## src/rtl/gain_pkg.sv

```systemverilog
// Shared types, register addresses and helpers for the gain ramp controller.
package gain_pkg;

    typedef enum logic [1:0] {IDLE, UP, DOWN} rampState_t;

    localparam logic [1:0] ADDR_TARGET = 2'd0;
    localparam logic [1:0] ADDR_STEP   = 2'd1;
    localparam logic [1:0] ADDR_CTRL   = 2'd2;
    localparam logic [1:0] ADDR_STATUS = 2'd3;

    // Unity gain in ufi(wdt, wdt/2)
    function automatic int unsigned coefUnity(input int unsigned wdt);
        return 32'(1) << (wdt / 2);
    endfunction

endpackage

```

## src/rtl/gain_ramp_ctrl_if.sv

```systemverilog
// Avalon-MM register port of the gain ramp controller.
interface gain_ramp_ctrl_if;

    localparam int unsigned ADDR_WDT = 2;
    localparam int unsigned DATA_WDT = 32;

    logic [ADDR_WDT-1:0] avsAddr;
    logic                avsWr;
    logic [DATA_WDT-1:0] avsWrData;
    logic [DATA_WDT-1:0] avsRdData;

    modport master (output avsAddr, output avsWr, output avsWrData, input avsRdData);
    modport slave  (input avsAddr, input avsWr, input avsWrData, output avsRdData);

endinterface

```

## src/rtl/gain_ramp_step.sv

```systemverilog
// One ramp step toward target with clipping; never overshoots or wraps.
module gain_ramp_step #(
    parameter int unsigned COEF_WDT = 16
) (
    input  logic [COEF_WDT-1:0] coef,
    input  logic [COEF_WDT-1:0] step,
    input  logic [COEF_WDT-1:0] target,
    input  logic                dir,
    output logic [COEF_WDT-1:0] coef_next_c,
    output logic                reached_c
);

    logic [COEF_WDT:0] sum;
    logic [COEF_WDT:0] diff;
    logic              up_reached;
    logic              down_reached;

    // One extra bit keeps carry/borrow visible, so the clip sees true magnitudes
    assign sum          = {1'b0, coef} + {1'b0, step};
    assign diff         = {1'b0, coef} - {1'b0, step};
    assign up_reached   = (sum >= {1'b0, target});
    assign down_reached = ($signed(diff) <= $signed({1'b0, target}));

    always_comb begin
        reached_c   = dir ? up_reached : down_reached;
        coef_next_c = dir ? sum[COEF_WDT-1:0] : diff[COEF_WDT-1:0];
        if (reached_c) begin
            coef_next_c = target;
        end
    end

endmodule

```

## src/rtl/gain_ramp_ctrl.sv

```systemverilog
// Click-free gain coefficient sequencer: ramps coef toward a CPU-written target per sample.
// Optional feature macro: GAIN_RAMP_IRQ_EN (adds irq port and CTRL.IRQ_MASK).
module gain_ramp_ctrl
    import gain_pkg::*;
#(
    parameter int unsigned          COEF_WDT = 16,
    parameter logic [COEF_WDT-1:0]  COEF_RST = COEF_WDT'(coefUnity(COEF_WDT))
) (
    input  logic                clk,
    input  logic                reset,
    gain_ramp_ctrl_if.slave     avs,
    input  logic                st,
    output logic [COEF_WDT-1:0] coef,
    output logic                busy
`ifdef GAIN_RAMP_IRQ_EN
    ,
    output logic                irq
`endif
);

    localparam logic [1:0] ST_IDLE = 2'(IDLE);
    localparam logic [1:0] ST_UP   = 2'(UP);
    localparam logic [1:0] ST_DOWN = 2'(DOWN);

    logic [1:0]          state, state_nxt;
    logic [COEF_WDT-1:0] coef_nxt;
    logic [COEF_WDT-1:0] target, target_nxt;
    logic [COEF_WDT-1:0] step, step_nxt;
    logic                freeze, freeze_nxt;
    logic                done, done_nxt;
    logic                done_set;
    logic [COEF_WDT-1:0] wr_coef;
    logic                wr_target, wr_step, wr_ctrl, wr_status;
    logic [COEF_WDT-1:0] step_coef_c;
    logic                step_reached_c;
    logic                unused_wrdata;
`ifdef GAIN_RAMP_IRQ_EN
    logic                mask, mask_nxt;
`endif

    assign wr_coef       = avs.avsWrData[COEF_WDT-1:0];
    assign wr_target     = avs.avsWr && (avs.avsAddr == ADDR_TARGET);
    assign wr_step       = avs.avsWr && (avs.avsAddr == ADDR_STEP);
    assign wr_ctrl       = avs.avsWr && (avs.avsAddr == ADDR_CTRL);
    assign wr_status     = avs.avsWr && (avs.avsAddr == ADDR_STATUS);
    assign unused_wrdata = ^avs.avsWrData;

    gain_ramp_step #(.COEF_WDT(COEF_WDT)) u_step (
        .coef        (coef),
        .step        (step),
        .target      (target),
        .dir         (state == ST_UP),
        .coef_next_c (step_coef_c),
        .reached_c   (step_reached_c)
    );

    // Next-state: a TARGET write pre-empts any sample step in the same cycle
    always_comb begin
        state_nxt  = state;
        coef_nxt   = coef;
        target_nxt = target;
        step_nxt   = step;
        freeze_nxt = freeze;
        done_set   = 1'b0;
`ifdef GAIN_RAMP_IRQ_EN
        mask_nxt   = mask;
`endif
        if (wr_target) begin
            target_nxt = wr_coef;
            if (step == '0) begin
                coef_nxt  = wr_coef;
                state_nxt = ST_IDLE;
                done_set  = 1'b1;
            end else if (wr_coef > coef) begin
                state_nxt = ST_UP;
            end else if (wr_coef < coef) begin
                state_nxt = ST_DOWN;
            end else begin
                state_nxt = ST_IDLE;
                done_set  = 1'b1;
            end
        end else if (st && !freeze && (state != ST_IDLE)) begin
            coef_nxt = step_coef_c;
            if (step_reached_c) begin
                state_nxt = ST_IDLE;
                done_set  = 1'b1;
            end
        end
        if (wr_step) begin
            step_nxt = wr_coef;
        end
        if (wr_ctrl) begin
            freeze_nxt = avs.avsWrData[0];
`ifdef GAIN_RAMP_IRQ_EN
            mask_nxt   = avs.avsWrData[1];
`endif
        end
        done_nxt = (done & ~(wr_status & avs.avsWrData[1])) | done_set;
    end

    always_ff @(posedge clk) begin
        if (reset) begin
            state  <= ST_IDLE;
            coef   <= COEF_RST;
            target <= COEF_RST;
            step   <= '0;
            freeze <= 1'b0;
            done   <= 1'b0;
            busy   <= 1'b0;
`ifdef GAIN_RAMP_IRQ_EN
            mask   <= 1'b0;
            irq    <= 1'b0;
`endif
        end else begin
            state  <= state_nxt;
            coef   <= coef_nxt;
            target <= target_nxt;
            step   <= step_nxt;
            freeze <= freeze_nxt;
            done   <= done_nxt;
            busy   <= (state_nxt != ST_IDLE);
`ifdef GAIN_RAMP_IRQ_EN
            mask   <= mask_nxt;
            irq    <= done_nxt & mask_nxt;
`endif
        end
    end

    always_comb begin
        avs.avsRdData = '0;
        case (avs.avsAddr)
            ADDR_TARGET: avs.avsRdData = 32'(target);
            ADDR_STEP:   avs.avsRdData = 32'(step);
`ifdef GAIN_RAMP_IRQ_EN
            ADDR_CTRL:   avs.avsRdData = 32'({mask, freeze});
`else
            ADDR_CTRL:   avs.avsRdData = 32'(freeze);
`endif
            ADDR_STATUS: avs.avsRdData = 32'({done, busy});
            default:     avs.avsRdData = '0;
        endcase
    end

endmodule

```

## src/flat_wrapper.sv

```systemverilog
// flat-port wrapper written by rule: the top's interface ports become plain ports
module gain_ramp_ctrl_flat import gain_pkg::*;
#(
    parameter int unsigned          COEF_WDT = 16,
    parameter logic [COEF_WDT-1:0]  COEF_RST = COEF_WDT'(coefUnity(COEF_WDT))
)
  (clk, reset, st, coef, busy, avs_avsAddr, avs_avsWr, avs_avsWrData, avs_avsRdData);
  gain_ramp_ctrl_if avs_i ();
  input  logic clk;
  input  logic reset;
  input  logic st;
  output logic [COEF_WDT-1:0] coef;
  output logic busy;
  input wire logic [$bits(avs_i.avsAddr)-1:0] avs_avsAddr;
  input wire logic [$bits(avs_i.avsWr)-1:0] avs_avsWr;
  input wire logic [$bits(avs_i.avsWrData)-1:0] avs_avsWrData;
  output wire logic [$bits(avs_i.avsRdData)-1:0] avs_avsRdData;
  assign avs_i.avsAddr = avs_avsAddr;
  assign avs_i.avsWr = avs_avsWr;
  assign avs_i.avsWrData = avs_avsWrData;
  assign avs_avsRdData = avs_i.avsRdData;
  gain_ramp_ctrl #(.COEF_WDT(COEF_WDT), .COEF_RST(COEF_RST)) u_core (.clk(clk), .reset(reset), .avs(avs_i), .st(st), .coef(coef), .busy(busy));
endmodule
```

## config.mk

```make
export PLATFORM = sky130hd
export DESIGN_NAME = gain_ramp_ctrl_flat
export DESIGN_NICKNAME = d
export VERILOG_FILES = /design/src/rtl/gain_pkg.sv /design/src/rtl/gain_ramp_ctrl_if.sv /design/src/rtl/gain_ramp_step.sv /design/src/rtl/gain_ramp_ctrl.sv /design/src/flat_wrapper.sv
export SDC_FILE = /design/constraint.sdc
export NUM_CORES = 1
export LEC_CHECK = 0
export CORE_ASPECT_RATIO = 1.25
export CORE_MARGIN = 4
export CORE_UTILIZATION = 30
export DETAILED_ROUTE_END_ITERATION = 10
export DONT_BUFFER_PORTS = 1
export PLACE_DENSITY = 0.45
export RECOVER_POWER = 50
export REMOVE_ABC_BUFFERS = 1
export SLEW_MARGIN = 15
export SYNTH_ARGS = -nofsm -noshare
export SYNTH_HDL_FRONTEND = slang
export SYNTH_HIERARCHICAL = 1
export SYNTH_SLANG_ARGS = --single-unit
```

## constraint.sdc

```tcl
create_clock -name clk -period 8.1 [get_ports clk]
set_input_delay 1.62 -clock clk [delete_from_list [all_inputs] [get_ports clk]]
set_output_delay 1.62 -clock clk [all_outputs]
set_load 0.03 [all_outputs]
```

==> results of run 1 <==
==> metal layers <==
layer	track usage, %	part of all wire (%)
met1	18.5	40
met2	31.1	54
met3	1.88	3.9
met4	5.19	2.6
met5	0	0
==> through the flow <==
stage	std cells	hold slack [ns]	util, %	cell area, µm²	total power [mW]
2_1_floorplan	687	0.443	-	5420	0.706
3_3_place_gp	924	0.454	30.8	5760	0.826
3_5_place_dp	924	0.463	30.8	5760	0.832
4_1_cts	932	0.473	31.6	5920	1.08
5_1_grt	932	0.487	31.6	5910	1.15
6_report	932	0.471	31.6	5910	1.07
==> power by group <==
group | switching, mW | leakage (nW) | internal [mW] | total, mW
Clock | 0.109 | 0.0805 | 0.133 | 0.243
Sequential | 0.0313 | 0.431 | 0.273 | 0.304
Combinational | 0.302 | 1.91 | 0.217 | 0.518
Total | 0.442 | 2.42 | 0.623 | 1.07
==> worst register-to-register path, stage by stage (launching register included) <==
cell and delay [ns]:
sky130_fd_sc_hd__dfxtp_1 0.47, sky130_fd_sc_hd__inv_1 0.12, sky130_fd_sc_hd__ha_1 0.19, sky130_fd_sc_hd__inv_1 0.06, sky130_fd_sc_hd__fa_1 0.42, sky130_fd_sc_hd__a21oi_2 0.21
sky130_fd_sc_hd__o211ai_1 0.20, sky130_fd_sc_hd__o41ai_4 0.35, sky130_fd_sc_hd__xnor2_1 0.20, sky130_fd_sc_hd__ha_1 0.29, sky130_fd_sc_hd__a21o_1 0.19, sky130_fd_sc_hd__a21o_1 0.18
sky130_fd_sc_hd__a21oi_1 0.15, sky130_fd_sc_hd__nor2_1 0.07, sky130_fd_sc_hd__a2111oi_0 0.38, sky130_fd_sc_hd__a21oi_1 0.14, sky130_fd_sc_hd__a32oi_2 0.75, sky130_fd_sc_hd__buf_4 0.37
sky130_fd_sc_hd__a41oi_1 0.28, sky130_fd_sc_hd__nand2_1 0.16, sky130_fd_sc_hd__a21boi_0 0.21, sky130_fd_sc_hd__a311oi_1 0.07
==> cell usage after synthesis, types with 3 or more instances <==
cell type                  number  share of area, %
sky130_fd_sc_hd__xnor2_1       24               3.7
sky130_fd_sc_hd__inv_2          3              0.20
sky130_fd_sc_hd__buf_4         16               2.1
sky130_fd_sc_hd__a211oi_1       4              0.53
sky130_fd_sc_hd__a21o_1         8               1.1
sky130_fd_sc_hd__nand2b_1       5              0.55
sky130_fd_sc_hd__nand4_1       11               1.2
sky130_fd_sc_hd__buf_2          7              0.62
sky130_fd_sc_hd__o21bai_1       6              0.79
sky130_fd_sc_hd__o21ai_0       14               1.2
sky130_fd_sc_hd__a21oi_2        3              0.46
sky130_fd_sc_hd__ha_1          80                18
sky130_fd_sc_hd__dfxtp_1       53                19
sky130_fd_sc_hd__inv_1         68               4.5
sky130_fd_sc_hd__and4_1         3              0.46
sky130_fd_sc_hd__nand3_1       10              0.88
sky130_fd_sc_hd__buf_6          5              0.99
sky130_fd_sc_hd__mux2i_1       44               7.8
sky130_fd_sc_hd__nor2b_1       11               1.2
sky130_fd_sc_hd__o31ai_1        3              0.40
sky130_fd_sc_hd__xor2_1         6              0.93
sky130_fd_sc_hd__a21oi_1       63               5.6
sky130_fd_sc_hd__nor4_1         4              0.44
sky130_fd_sc_hd__nor2_1        63               4.2
sky130_fd_sc_hd__nand2_1      102               6.7
sky130_fd_sc_hd__a31oi_1        3              0.33
sky130_fd_sc_hd__o211ai_1       4              0.53
sky130_fd_sc_hd__or2_2          5              0.55
sky130_fd_sc_hd__a311oi_2      15               4.0
sky130_fd_sc_hd__nor3_1         6              0.53
sky130_fd_sc_hd__clkbuf_1      21               1.4
==> worst min-delay path by stage <==
stage	start	end	slack [ns]	cells past startpoint
after floorplan	u_core/target[10]	u_core/target[10]	0.44	2
after global routing	u_core/target[9]	u_core/target[9]	0.49	2
after detailed placement	u_core/target[6]	u_core/target[6]	0.46	2
final	u_core/target[9]	u_core/target[9]	0.47	2
after CTS	u_core/target[9]	u_core/target[9]	0.47	2
after global placement	u_core/target[11]	u_core/target[11]	0.45	2
==> kinds of logic (layout without fill, tap and decap cells) <==
logic type               Yosys count  in the layout
adder cells (fa/ha/maj)           82             82
AO/OA/AOI/OAI                    155            155
XOR/XNOR                          30             30
buffers and inverters            122             84
multiplexers                      45             45
flip-flops                        53             53
AND/OR/NAND/NOR                  235            235
other                              1             16
==> area by class of cell <==
class,instances,area (µm²)
clock inverters,1,8.76
inverters,71,267
repair buffers,5,33.8
clock buffers,7,153
multi-input cells,563,4100
fillers,2007,12800
flip-flops and latches,53,1060
well taps,232,290
==> sequential cells by signal (all words and copies together), names as in the netlist <==
| name | flops |
|---|---|
| u_core/target | 16 |
| u_core/state | 2 |
| u_core/coef | 16 |
| u_core/done | 1 |
| u_core/freeze | 1 |
| u_core/busy | 1 |
| u_core/step | 16 |
==> reports/summary.md, run 1 <==
The run finished, with violations left. The checks that failed: capacitance limit, slew limit. Clock skew on the completed layout was measured at 0.00562 ns. Buffers added to address setup during post-CTS repair amount to 0. The first global-routing pass estimated 27.4 mm of wire.

The fraction of the cycle the final worst path needs works out to 68.8%. The most critical setup path has its endpoint at u_core/state[0]. The region available for standard cell placement spans 18,700 µm². Commonest register cell after synthesis: sky130_fd_sc_hd__dfxtp_1. The worst setup path is captured at a register. The startpoint type of the worst setup path was a register. For this run, the top clock speed supported by timing is 0.179 GHz. Counting the buffers created by CTS gives 5.

The tools report the first-pass iteration count of the detailed router as 4. Highest-delay cell along the critical path: sky130_fd_sc_hd__a32oi_2. The number of diodes came out at 0. The path class of the tightest hold or removal check is reg2reg.

The launch point of the worst reg-to-reg path was u_core/coef[0]. Counting every sink on the clock net gives 53. The signal on the critical path passes through inv_1 > ha_1 > inv_1 > fa_1 > a21oi_2 > o211ai_1 > o41ai_4 > xnor2_1 > ha_1 > a21o_1 > a21o_1 > a21oi_1 > nor2_1 > a2111oi_0 > a21oi_1 > a32oi_2 > buf_4 > a41oi_1 > nand2_1 > a21boi_0 > a311oi_1. TritonCTS built the clock tree. The net count of the finished layout is 819, and the wire length per cell after detailed routing is 18.3 µm. Leaving out fill and tap cells, the most frequent cell in the layout is sky130_fd_sc_hd__nand2_1. For this design the static power due to leakage is 2.42 nW. The launch point of the critical path is u_core/coef[0]. For the required time of the worst setup path, the log shows 8.26 ns.

The total via count in the routed design came out at 4,839. Hold repair after CTS inserted 0 buffers. The clock passes through at most 2 buffers.

Relative to the synthesized area, the layout overhead comes to 4.14%. Count of mapped cells out of synthesis: 723. After detailed routing, the total wire length is 17.1 mm. The final worst slack was 2.53 ns. The via count of the first global-routing pass is 4,977, and the floorplan die area is 21,200 µm².

Setup violations remaining at the end of the flow were counted as 0. Final global-route overflow total: 0. Prior to clock tree synthesis, the placed netlist has a worst setup slack of 2.54 ns. The tree is rooted in a sky130_fd_sc_hd__clkbuf_16.

The aggregate global-route resource usage is 16.4%, and the synthesized cell area is 5680 µm². The logs give 13.2 mm for the HPWL reported at the end of detailed placement and 5.73 ns for the critical path arrival. The largest family of logic cells by synthesized area is compound AO/OA/AOI/OAI gates.

Headroom to the max-slew limit came out at -20.4%. Dividing the synthesized area by the synthesized cell count gives 7.86 µm². The initial antenna violation count was 0. Count of buffer and inverter cells on the critical path: 3. Yosys mapped a number of flops with a built-in enable equal to 0.

Of the synthesized area, sequential elements account for 18.7%. The total DRC errors in the routed layout is 0. At the pin with the least slew margin, the transition time is 1.81 ns.

Dividing the detail-routed via count by the number of cells gives 5.19. Clock-pin slew was measured on the worst setup and hold paths at 0.07 ns. The adder and majority cell fraction of the synthesized area is 18.3%. The top cell types in the final layout, fill and taps aside, are sky130_fd_sc_hd__nand2_1 (102), sky130_fd_sc_hd__ha_1 (80), sky130_fd_sc_hd__inv_1 (68), sky130_fd_sc_hd__nor2_1 (63), sky130_fd_sc_hd__a21oi_1 (63). The initial utilization of the core area, before any placement, comes to 30.4%.

The number of cells on the worst reg-to-reg path is 21. The power density of the placed cells was 180 nW/µm². The gate family responsible for the most delay along the worst path is compound AO/OA/AOI/OAI gates.

The register-to-register setup slack is 2.53 ns. The die is 131 µm wide. The logs give 0.0000946 V for the worst supply voltage drop on vdd and 0 ns for the sum of negative setup slack. The Yosys step of the flow raised 6 warnings.

Worst stage delay on the critical path: 0.75 ns. Total count of hold-check failures in the final report: 0. In this run, synthesis produced a sequential element count of 53. The run gives 2 as the number of levels in the clock H-tree. The endpoint identified for the worst register-to-register timing path is u_core/state[0].

The count of cells resized by post-cts repair was 0; the multiplexer area fraction after synthesis was 8.15%. The total stage count of the critical path is 21. The smallest clock period supported by the final layout is computed as 5.57 ns. After Yosys synthesis, and, or, nand and nor cells account for 18.9% of the synthesized area. The routability congestion estimate is 0.860, and the number of placement rows is 56.

The logs give 57 for the largest net degree at the start of global routing and 238 for the initial detailed-routing violation count. The setup path with the least slack is of type reg2reg. Share of post-route cells with drive strength above 1: 8.14%. For the total of max-cap violations, the log shows 1. The boundary pin count came out at 87.

The compound-cell area share of the yosys netlist was 21.0%. Of all flip-flops after synthesis, the portion carrying an async set or reset was 0%. In this run the worst path has a maximum fanout of 10. Once detail routing completed, the nets flagged for antenna violations numbered 0. The overall die height came out at 162 µm.

The number of pins with negative max-slew slack in the final report was 35; the insertion delay to the later sink of the worst-skew pair was 0.30 ns. The number of port buffers was 0; the post-synthesis share of cell area spent on xor and xnor gates was 4.63%. The number of distinct library cell variants in the gate-level netlist after synthesis came out at 77. Setup repair after global routing left no endpoint under its margin.
Note: power is estimated with default switching activity, not from simulation.
==> run 2: changes to the inputs <==
clock period = 5.3 ns   (was 8.1 ns; I/O delays follow)
==> run 2 against run 1 <==
The run still ends with capacitance limit, slew limit left. Clock power up 43%. Sequential power up 49%. Worst hold slack worse by 0.0026 ns. Flip-flop and latch count unchanged. Largest cell class unchanged.
==> reports/summary.md, run 2 (synthesis gave the netlist of run 1 again) <==
The flow ran to the end, but the final reports show violations. The final reports fail on capacitance limit, slew limit. For the cell total after placement, the log shows 936. Leaving out filler cells and counting taps, the final layout contains 943. For the maximum clock path buffer count, the log shows 2. After the last flow step, the layout net total stands at 831. Die outline width: 131 µm. The congestion estimate from routability-driven global placement came to 0.867.

The cell sitting at the root of the clock tree is a sky130_fd_sc_hd__clkbuf_16. Row generation in the floorplan step produced 56 rows. The detailed-route vias per instance is 5.21. Summing over every cut layer, the via total after detailed routing is 4,916. 0 antenna diodes ended up in the layout. The final worst slack is 0.420 ns.

The initial detailed-routing violation count was 272. The run gives 0.00800 ns as the clock skew after layout. The worst hold path terminates at u_core/target[6]. The routed design could run at a clock period as short as 4.88 ns.

The number of pins with negative max-slew slack in the final report is 52. STA classifies the critical path startpoint as a register. The share of post-route cells with drive strength above 1 was 8.72%; the register-to-register setup slack was 0.42 ns.

In this run the worst hold path is classified as reg2reg. The cell count of the worst hold path was 2; the initial standard-cell utilization of the core was 30.4%. Power comes to 1.65 mW. The top cell types in the final layout, fill and taps aside, are sky130_fd_sc_hd__nand2_1 (102), sky130_fd_sc_hd__ha_1 (80), sky130_fd_sc_hd__inv_1 (68), sky130_fd_sc_hd__nor2_1 (63), sky130_fd_sc_hd__a21oi_1 (63). The first detailed-routing pass took 6 iterations. At the worst endpoint, the required time is 5.51 ns.

The tools report the final cell area excluding filler cells as 5990 µm². Pin placement for this block handled 87 I/O pins. The run gives 0 as the setup violation total in the final timing report. Clock-pin slew was measured on the worst setup and hold paths at 0.08 ns. The critical path arrival was 5.09 ns. The area of the core region came out at 18,700 µm². After filler insertion, the fill cell instance count of the layout stands at 1,994. Compared with the post-synthesis result, the final layout area differs by 5.49%. Setup repair after global routing left no endpoint under its margin.

Traced cell by cell, the critical path runs through clkbuf_1 > ha_1 > nor2b_1 > a2111oi_0 > nand4_1 > nand4_1 > nand3b_2 > a21oi_1 > o21bai_1 > xnor2_1 > ha_1 > or4_1 > nor2_1 > a32oi_4 > a41oi_1 > nand2_1 > a21boi_0 > a311oi_1. The count of nets left with antenna violations once routing finished came out at 0. Wire segments on met3 add up to 770 µm in the final route. The number of port buffers is 0. The floorplan die area is 21,200 µm².

Post-CTS repair timing setup buffer count: 0. The startpoint identified for the worst hold timing path is u_core/target[6]. Based on the critical path, the design can be clocked at up to 0.205 GHz.

Global routing finished with a remaining overflow of 0. The tools report the share of the core filled with cells in the final layout as 32.0%. The multi-input combinational cells in the finished layout cover a total of 4110 µm².

For this block, the routed nets add up to 17.4 mm of wire. The detailed router put a total of 6.73 mm of wire on met1. The largest net degree at the start of global routing is 57.

The tools report the critical path capture point type as a register. The H-tree was split into 2 levels. The wire length per cell after detailed routing is 18.4 µm. Summing all placed instances gives a cell area of 5860 µm².

Remaining max-slew budget at the tightest pin: -20.2%. For the pin with the worst max-slew slack, the measured transition is 1.80 ns. In this run, CTS created clock tree buffers numbering 5. Total DRC errors in the routed layout: 0. The highest metal layer with signal wires was met4.

The worst-case IR drop observed on VDD is 0.000110 V. For this run, the slowest stage of the critical path takes 0.52 ns. The largest registers in the layout are u_core/coef: 16 flops, u_core/step: 16 flops, u_core/target: 16 flops. TritonCTS built the clock tree. The tool flagged a number of max-cap violations equal to 2. The power density of the placed cells came out at 276 nW/µm². Among all stages on the critical path, the largest delay is contributed by sky130_fd_sc_hd__a41oi_1. The wire length of the first global-routing pass is 27.1 mm, and the initial antenna violation count is 0. Timing analysis after detailed placement gives a worst setup slack of 0.290 ns.

In this run the critical register-to-register path is launched from u_core/coef[8]. The tools report the endpoint of the worst register-to-register path as u_core/state[0]. Highest fanout seen on the critical path: 8. The later pin in the worst-skew pair is clocked with a latency of 0.30 ns.

For the via count of the first global-routing pass, the log shows 4,982. Detailed routing placed a total of 9.28 mm of wire on met2. Measured in cells, the most critical reg-to-reg path has a length of 18.

The overall die height works out to 162 µm. The library cell used most frequently in the layout, excluding fill and tap cells, is sky130_fd_sc_hd__nand2_1. The start-to-end type of the worst setup path is reg2reg.

The run gives 13.5 mm as the HPWL reported at the end of detailed placement. For this design, the sink count on the clock tree is 53. For this design the static power due to leakage is 2.46 nW.

The tools report the total count of hold-check failures in the final report as 0. The fraction of the cycle the final worst path needs was 92.1%; the aggregate global-route resource usage was 16.4%. The storage element area is 1060 µm².
[run 2: per-stage QoR]
stage / hold WS [ns] / setup TNS [ns]
after floorplan: 0.443 / -0.111
after global placement: 0.454 / 0
after detailed placement: 0.457 / 0
after CTS: 0.467 / 0
after global routing: 0.491 / 0
final: 0.468 / 0
[run 2: cell type report]
type	count	area share, %
Inverter	71	4.45
Sequential cell	53	17.7
Clock buffer	6	2.32
Multi-Input combinational cell	563	68.7
Timing Repair Buffer	17	1.90
Clock inverter	1	0.125
Tap cell	232	4.85
[run 2: how the worst max path moves through the flow]
| stage | slack, ns | to | startpoint | depth (start not counted) |
|---|---|---|---|---|
| final | 0.42 | u_core/state[0] | u_core/coef[8] | 18 |
| after global routing | 0.07 | u_core/state[0] | u_core/step[0] | 19 |
| after CTS | 0.26 | u_core/state[0] | u_core/step[0] | 19 |
| after detailed placement | 0.29 | u_core/state[0] | u_core/coef[0] | 20 |
| after global placement | 0.36 | u_core/state[0] | u_core/step[0] | 19 |
| after floorplan | -0.09 | u_core/state[0] | u_core/coef[0] | 20 |
[run 2: worst max-delay path, delay by kind of cell (launching register included)]
kind / cells / cell delay (ns)
XOR/XNOR: 1 / 0.15
AND/OR/NAND/NOR: 7 / 1.54
AO/OA/AOI/OAI: 7 / 2.00
adder cells (fa/ha/maj): 2 / 0.49
flip-flops: 1 / 0.33
buffers and inverters: 1 / 0.27
[run 2: metal layers]
| layer | track usage [%] | vias to the layer above |
|---|---|---|
| met4 | 6.45 | 0 |
| met1 | 17.8 | 2321 |
| met2 | 31.1 | 124 |
| met5 | 0 | - |
| met3 | 2.27 | 28 |
| li1 | - | 2443 |
[run 2: power by group]
part | leakage (nW) | internal (mW) | switching, mW
combinational | 1.96 | 0.367 | 0.487
clock | 0.0690 | 0.186 | 0.162
sequential | 0.431 | 0.418 | 0.0351
[run 2: what timing repair did]
item	in CTS	in global routing
resized for setup	0	1
endpoints found under the hold margin	0	0
hold buffers	0	0
setup endpoints to repair	0	1
==> run 3: changes to the inputs <==
MAX_ROUTING_LAYER = met4   (was unset)
==> run 3 against run 2 <==
The flow still finishes with violations (capacitance limit, slew limit). Sequential power about the same. Routed wire length shrank 1.1%. Largest cell class unchanged. Critical path type unchanged. First-iteration DRC count down 20%. Cell count down 0.53%. Sequential share of layout area rose by 0.082 points.
==> reports/summary.md, run 3 (synthesis gave the netlist of run 1 again) <==
The critical path arrival was 4.90 ns. The clock-pin transition on the worst setup and hold timing paths is 0.07 ns. The net count of the finished layout is 825, and the clock skew after layout is 0.00405 ns.

For the number of pins with negative max-slew slack in the final report, the log shows 35. The worst setup path is of the reg2reg kind. After detailed routing, the number of vias per cell comes to 5.16. Pin placement for this block handled 87 I/O pins. TritonCTS built the clock tree. After floorplanning, the core was divided into 56 placement rows. The fraction of the cycle the final worst path needs is 89.6%, and the HPWL reported at the end of detailed placement is 13.3 mm. The checks that failed: capacitance limit, slew limit.

Actual slew at the worst max-slew pin: 1.80 ns. For this run, the detailed router's first-pass iteration total came to 4. Setup repair after global routing left no endpoint under its margin.

The run gives 5,030 as the via count of the first global-routing pass. The area added between synthesis and finish works out to 5.00%. The buffer type at the clock tree root is sky130_fd_sc_hd__clkbuf_16. For the routability congestion estimate, the log shows 0.897.

For the worst flop-to-flop path, the logic depth is 20. The remaining max-slew budget at the tightest pin came out at -20.0%. The maximum clock path buffer count was 2; the area of the core region was 18,700 µm². The number of antenna diodes in the final layout is 0. The largest net degree at the start of global routing is 57. Wires add up to 17.2 mm. After detailed routing, the number of remaining DRC violations is 0. Clock tree synthesis inserted a total of 5 buffers.

For this design, the sink count on the clock tree is 53. In the final layout, the registers with the most flip-flops are u_core/coef: 16 flops, u_core/step: 16 flops, u_core/target: 16 flops. The worst hold path was traced through 2 stages. Leaving out fill and tap cells, the most frequent cells in the layout are sky130_fd_sc_hd__nand2_1 (102), sky130_fd_sc_hd__ha_1 (80), sky130_fd_sc_hd__inv_1 (68), sky130_fd_sc_hd__nor2_1 (63), sky130_fd_sc_hd__a21oi_1 (63).

The worst setup path is launched from a register. The highest fanout seen on the critical path is 10. The flow ran to the end, but the final reports show violations. Once placement completed, the tool counted placed cells totaling 930. The total count of hold-check failures in the final report is 0. The worst setup path is captured at a register. After detailed routing, the average wire length per cell comes to 18.3 µm.

The first global-routing pass estimated 27.5 mm of wire. Global routing consumed, over all layers together, 17.0% of the routing resources. The worst-case IR drop observed on VDD is 0.000160 V. The total of max-cap violations came out at 1.

Power spread over the standard cell area amounts to 279 nW/µm². For this configuration, the core starts out at a cell density of 30.4%. The initial antenna violation count is 0, and the final worst slack is 0.550 ns. Counting I/O delays and the setup requirement, the final critical path takes 4.75 ns.

The library cell used most frequently in the layout, excluding fill and tap cells, is sky130_fd_sc_hd__nand2_1. The worst hold path belongs to the class reg2reg. For this design, the slowest cell found on the critical path is sky130_fd_sc_hd__dfxtp_1. The analysis attributes to cell leakage a power of 2.44 nW. The logs give 4,841 for the total via count in the routed design and 5.45 ns for the required time of the worst setup path. Once layout is complete, the cells apart from fillers number 938. The peak clock frequency supported by timing is 0.211 GHz. The run gives 2 as the number of levels in the clock H-tree. The largest single stage delay on the critical path is 0.43 ns. The die is 131 µm wide.

The insertion delay to the later sink of the worst-skew pair is 0.30 ns, and the final global-route overflow total is 0. The number of port buffers was 0. Setup violations remaining at the end of the flow were counted as 0.

Cells with a size suffix above 1 make up 8.36% of the layout. The floorplan die area was 21,200 µm². The initial detailed-routing violation count was 217; the overall die height was 162 µm. Traced cell by cell, the critical path runs through ha_1 > inv_1 > fa_1 > a21oi_2 > o211ai_1 > o41ai_4 > o2111ai_1 > a21oi_1 > xnor2_1 > ha_1 > nand2_1 > nor2_1 > a2111oi_0 > a21oi_1 > a32oi_2 > buf_4 > a41oi_2 > nand2_1 > a21boi_0 > a311oi_1. The placement-stage worst setup slack came out at 0.435 ns. The tools report the remaining antenna violation count after routing as 0. For this run, the share of the core covered by cells in the final layout is 31.9%.
## run 3: area by class of cell
cell class / instances / area, µm²
Clock buffer: 7 / 143
Timing Repair Buffer: 11 / 63.8
Sequential cell: 53 / 1060
Tap cell: 232 / 290
Fill cell: 1999 / 12700
Inverter: 71 / 267
Multi-Input combinational cell: 563 / 4110
Clock inverter: 1 / 30.0
## run 3: path summary, 6_finish.rpt
check               startpoint                end  slack [ns]
max reg2reg     u_core/step[0]    u_core/state[0]        0.55
min reg2reg  u_core/target[14]  u_core/target[14]        0.47
max             u_core/step[0]    u_core/state[0]        0.55
min          u_core/target[14]  u_core/target[14]        0.47
## run 3: repair_timing
action | in CTS | in global routing
setup buffers | 0 | 0
setup endpoints to repair | 0 | 1
hold buffers | 0 | 0
gates resized for setup | 0 | 1
## run 3: through the flow
step | TNS, ns | total power [mW] | instance area (µm²) | hold slack [ns]
4_1_cts | 0 | 1.69 | 5970 | 0.471
3_5_place_dp | 0 | 1.28 | 5800 | 0.460
3_3_place_gp | 0 | 1.28 | 5800 | 0.454
6_report | 0 | 1.66 | 5960 | 0.469
2_1_floorplan | -0.111 | 1.08 | 5420 | 0.443
5_1_grt | 0 | 1.80 | 5960 | 0.484
## run 3: power breakdown
part / internal [mW] / switching, mW / leakage [nW]
Clock: 0.237 / 0.163 / 0.0841
Combinational: 0.338 / 0.471 / 1.93
Sequential: 0.417 / 0.0387 / 0.431
## run 3: layer usage
layer | GRT usage, % | wire length (µm)
met1 | 18.4 | 6850
met2 | 31.6 | 9330
met3 | 1.74 | 545
met4 | 5.71 | 460
met5 | - | 0
## run 3: worst max-delay path, delay by kind of cell (launching register included)
kind                     cells  cell delay [ns]
buffers and inverters        2             0.33
XOR/XNOR                     1             0.15
adder cells (fa/ha/maj)      3             0.90
AND/OR/NAND/NOR              3             0.25
flip-flops                   1             0.43
AO/OA/AOI/OAI               11             2.53
